===== src/rtl/led_scanout.sv =====
// Scan-out stage for the LED frame buffer. It reads 32-bit words over the RAM read port,
// shifts each word MSB-first onto sdo/sclk, and pulses a latch at the end of every row.
module led_scanout #(
   parameter int WORDS_PER_ROW = 8,
   parameter int ROWS          = 64,
   parameter int CLKDIV        = 2,
   localparam int AW           = $clog2(WORDS_PER_ROW * ROWS),
   localparam int RW           = $clog2(ROWS)
) (
   input  logic          clk,
   input  logic          rst_n,
   input  logic          en,
   output logic [AW-1:0] addrb,
   input  logic [31:0]   dob,
   output logic          sdo,
   output logic          sclk,
   output logic          latch,
   output logic [RW-1:0] row,
   output logic          frame_done,
   output logic          busy
);

   localparam int WW = $clog2(WORDS_PER_ROW);
   localparam int DW = (CLKDIV > 1) ? $clog2(CLKDIV) : 1;
   localparam logic [DW-1:0] DIV_LAST  = DW'(CLKDIV - 1);
   localparam logic [AW-1:0] WORD_LAST = AW'(WORDS_PER_ROW - 1);
   localparam logic [AW-1:0] ADDR_LAST = AW'(WORDS_PER_ROW * ROWS - 1);

   typedef enum logic [2:0] {
      S_IDLE,
      S_ADDR,
      S_FETCH,
      S_SHIFT,
      S_LATCH
   } state_t;

   state_t        state_q, state_d;
   logic [AW-1:0] addrb_q, addrb_d;
   logic [30:0]   shreg_q, shreg_d;   // bits still to be shifted after the one on sdo
   logic [4:0]    bit_q, bit_d;
   logic [DW-1:0] div_q, div_d;
   logic          sdo_q, sdo_d;
   logic          sclk_q, sclk_d;
   logic          latch_q, latch_d;
   logic [RW-1:0] row_q, row_d;
   logic          frame_done_q, frame_done_d;
   logic          busy_q, busy_d;

   always_comb begin
      state_d      = state_q;
      addrb_d      = addrb_q;
      shreg_d      = shreg_q;
      bit_d        = bit_q;
      div_d        = div_q;
      sdo_d        = sdo_q;
      sclk_d       = sclk_q;
      latch_d      = latch_q;
      row_d        = row_q;
      frame_done_d = 1'b0;

      case (state_q)
         S_IDLE: begin
            if (en) state_d = S_ADDR;
         end
         S_ADDR: begin
            state_d = S_FETCH;
         end
         S_FETCH: begin
            shreg_d = dob[30:0];
            sdo_d   = dob[31];
            sclk_d  = 1'b0;
            bit_d   = 5'd31;
            div_d   = '0;
            state_d = S_SHIFT;
         end
         S_SHIFT: begin
            if (div_q != DIV_LAST) begin
               div_d = div_q + DW'(1);
            end else begin
               div_d = '0;
               if (!sclk_q) begin
                  sclk_d = 1'b1;
               end else begin
                  // End of a high phase: the driver has sampled the current bit.
                  sclk_d = 1'b0;
                  if (bit_q != 5'd0) begin
                     bit_d   = bit_q - 5'd1;
                     sdo_d   = shreg_q[30];
                     shreg_d = {shreg_q[29:0], 1'b0};
                  end else if ((addrb_q & WORD_LAST) != WORD_LAST) begin
                     addrb_d = addrb_q + AW'(1);
                     state_d = S_ADDR;
                  end else begin
                     latch_d = 1'b1;
                     row_d   = RW'(addrb_q >> WW);
                     state_d = S_LATCH;
                  end
               end
            end
         end
         S_LATCH: begin
            if (div_q != DIV_LAST) begin
               div_d = div_q + DW'(1);
            end else begin
               div_d   = '0;
               latch_d = 1'b0;
               addrb_d = addrb_q + AW'(1);
               if (addrb_q == ADDR_LAST) begin
                  frame_done_d = 1'b1;
                  state_d      = en ? S_ADDR : S_IDLE;
               end else begin
                  state_d = S_ADDR;
               end
            end
         end
         default: begin
            state_d = S_IDLE;
         end
      endcase

      busy_d = (state_d != S_IDLE);
   end

   always_ff @(posedge clk) begin
      if (!rst_n) begin
         state_q      <= S_IDLE;
         addrb_q      <= '0;
         shreg_q      <= '0;
         bit_q        <= '0;
         div_q        <= '0;
         sdo_q        <= 1'b0;
         sclk_q       <= 1'b0;
         latch_q      <= 1'b0;
         row_q        <= '0;
         frame_done_q <= 1'b0;
         busy_q       <= 1'b0;
      end else begin
         state_q      <= state_d;
         addrb_q      <= addrb_d;
         shreg_q      <= shreg_d;
         bit_q        <= bit_d;
         div_q        <= div_d;
         sdo_q        <= sdo_d;
         sclk_q       <= sclk_d;
         latch_q      <= latch_d;
         row_q        <= row_d;
         frame_done_q <= frame_done_d;
         busy_q       <= busy_d;
      end
   end

   assign addrb      = addrb_q;
   assign sdo        = sdo_q;
   assign sclk       = sclk_q;
   assign latch      = latch_q;
   assign row        = row_q;
   assign frame_done = frame_done_q;
   assign busy       = busy_q;

endmodule


===== config.mk =====
export PLATFORM = sky130hd
export DESIGN_NAME = led_scanout
export DESIGN_NICKNAME = d
export VERILOG_FILES = /design/src/rtl/led_scanout.sv
export SDC_FILE = /design/constraint.sdc
export NUM_CORES = 1
export LEC_CHECK = 0
export ABC_AREA = 1
export CAP_MARGIN = 25
export CORE_MARGIN = 2
export CORE_UTILIZATION = 52
export DETAILED_ROUTE_END_ITERATION = 6
export PLACE_DENSITY = 0.89
export RECOVER_POWER = 25
export SLEW_MARGIN = 20
export SYNTH_ARGS = -nofsm -noshare
export SYNTH_HDL_FRONTEND = slang
export SYNTH_SLANG_ARGS = --single-unit

===== constraint.sdc =====
create_clock -name clk -period 2 [get_ports clk]
set_input_delay 0.6 -clock clk [delete_from_list [all_inputs] [get_ports clk]]
set_output_delay 0.6 -clock clk [all_outputs]
set_load 0.02 [all_outputs]

==> out/qor.txt <==
Simple-Gate Fraction of Synth Area - 0.3806
Clk_skew - 0.007051 ns
DP HPWL - 4585 um
Vias in the first global route - 2,836
Critical path arrival - 1.37 ns
Relative slew slack - 0.6815
Starting Density - 0.5400
Die area - 6376 um^2
Post-synthesis mux area share - 0
Row cnt - 27
Max Cap Viol - 0
CTS Buf Count - 9
Post-Synth Adder-Cell Area - 0.02091
Syn avg cell area - 6.648 um^2
Worst hold path class - reg -> reg
Slew Viols, Final - 0
Min setup slack post-route - 0.03102 ns
Htree depth - 3
Die Wd - 79.85 um
Register area share after synthesis - 0.4015
Critical Path RT - 1.40 ns
Worst path bufs/invs - 1
PortBufs - 54
Worst-path cell with the longest stage delay - clkdlybuf4s50_1
Status - finished, final reports clean
GRT Overall Usage - 0.2369
Clk sink count - 60
Post-CTS setup buffers - 0
Antenna cells - 0
Total power - 3.062 mW
Drt via density - 5.268
Worst-path fanout max - 5
CP Capture Type - primary output
Area Overhead vs Synth - 27.06%
# DRC - 0
Yosys reg bits - 60
Worst vdd ir - 0.5537 mV
Die Height - 79.85 um
CTS tree - yes
CTS max path bufs - 2
Family with the most delay on the worst path - buffers and inverters
Clk root buf - clkbuf_8
Final hold slack - 0.4271 ns
Cell chain of the critical path - clkdlybuf4s50_1
Final hold vios - 0
Fmax - 0.5079 GHz
DR iter-0 viols - 184
Cell Area, Synth - 2992 um^2
# nets final - 542
Worst-Skew Late Latency - 0.35 ns
Synth Instances - 450
Min cycle time layout - 1.969 ns
Reg clk slew, reported paths - 0.06 ns
Largest net degree at the start of global routing - 46
Antenna viol nets, final - 0
Avg WL per Cell - 12.36 um
Syn. warnings - 0
Largest family of logic cells by synthesized area - simple AND/OR/NAND/NOR gates
RSZ-0062 raised after global routing - no
Via count - 3,050
First-pass DRT Iterations - 5
Pre-CTS WS - 0.2211 ns
Net Count, Synth - 490
PD cells - 805.6 nW/um^2
Leak pwr - 1.611 nW
Remaining Overflow, GRT - 0
Number of library cell types mapped by synthesis - 25
Crit share post-route - 0.9845
Layout cells sized above 1 - 0.07101
Initial antenna violation count - 0
Total core area - 5540 um^2
Largest stage delay on the critical path - 0.63 ns
Final WL - 7157 um
Synth Area in XOR/XNOR - 0.005855
Post-synthesis compound-gate area fraction - 0.1096
CP startpoint kind - register
Slew at the pin closest to its max-slew limit - 0.4764 ns
Crit path kind - reg -> out
IO Pins - 55
Placer Congestion - 0.8400
First-pass GRT wire length - 11,930 um
Final setup viols - 0
Setup TNS - 0 ns
flip-flops by register name, indices dropped and copies added, names as in the netlist:
signal      flops
shreg_q        31
addrb           9
row             6
bit_q           5
state_q         3
busy            1
div_q           1
frame_done      1
latch           1
sclk            1
sdo             1
cell type report:
| cell class | count | area [um^2] |
|---|---|---|
| clock buffers | 12 | 135.1 |
| clock inverters | 4 | 97.59 |
| fillers | 463 | 1739 |
| inverters | 27 | 101.3 |
| multi-input cells | 340 | 1546 |
| flip-flops and latches | 60 | 1201 |
| well taps | 72 | 90.09 |
| repair buffers | 64 | 629.4 |
per-stage QoR:
step	instance area, um^2	std cells	util
2_1_floorplan	2992	450	-
3_3_place_gp	3592	563	0.6484
3_5_place_dp	3592	563	0.6484
4_1_cts	3820	579	0.6895
5_1_grt	3801	579	0.6861
6_report	3801	579	0.6861
final timing paths:
check | from | end | slack [ns] | cells past startpoint
setup / recovery | addrb[0]$_SDFFE_PN0P_ | addrb[0] | 0.03 | 1
hold / removal | bit_q[0]$_SDFFE_PN0P_ | bit_q[0]$_SDFFE_PN0P_ | 0.43 | 1
setup reg to reg | state_q[2]$_SDFF_PN0_ | row[4]$_SDFFE_PN0P_ | 0.19 | 6
hold reg to reg | bit_q[0]$_SDFFE_PN0P_ | bit_q[0]$_SDFFE_PN0P_ | 0.43 | 1
Yosys cell counts:
cell type    n  area [um^2]
nand2_1    178        668.1
dfxtp_1     60         1201
nand3_1     55        275.3
a21oi_1     51        255.2
inv_1       24        90.09
nor2_1      22        82.58
o21ai_0     11        55.05
buf_2        9        45.04
clkbuf_1     6        22.52
ha_1         5        62.56
buf_4        4        30.03
buf_6        4        45.04
inv_2        3        11.26
nand4_1      3        18.77
nand3b_1     2        15.01
nor2_4       2        22.52
o21ai_2      2        17.52
or2_2        2        12.51
nand2_2      1        6.260
nand2_4      1        11.26
nand3_2      1        10.01
nor3_2       1        10.01
nor4_1       1        6.260
xnor2_1      1        8.760
xor2_1       1        8.760
where the power goes:
part | switching [mW] | internal [mW]
Combinational | 0.257 | 0.197
Sequential | 0.0399 | 1.26
Clock | 0.478 | 0.829
cell usage in the layout, fill, tap and decap left out, types with 6 or more instances in the layout:
cell type	Yosys	routed
clkdlybuf4s50_1	0	46
buf_4	4	7
clkbuf_8	0	9
nor2_1	22	22
nand2_1	178	178
a21oi_1	51	51
clkbuf_1	6	6
dfxtp_1	60	60
o21ai_0	11	11
inv_1	24	24
nand3_1	55	55
cells by family (layout without fill, tap and decap cells):
| kind of cell | after synthesis | in the layout |
|---|---|---|
| fa+ha+maj | 5 | 5 |
| simple gates | 269 | 269 |
| compound gates | 64 | 64 |
| buf+inv | 50 | 107 |
| flops | 60 | 60 |
| xor+xnor | 2 | 2 |
per-layer routing:
layer  track usage  wire [um]  up-vias
met2        0.3866       3561       94
met1        0.2822       3091     1387
met5             0          0        -
met3       0.06561        328       18
met4        0.1271        176        0
li1              -          -     1551
what timing repair did:
item                                    CTS  global route
pin swaps                                 0             0
resized for setup                         4             3
endpoints found under the setup margin    4             3
hold buffers                              0             0
(Power assumes the default switching activity.)
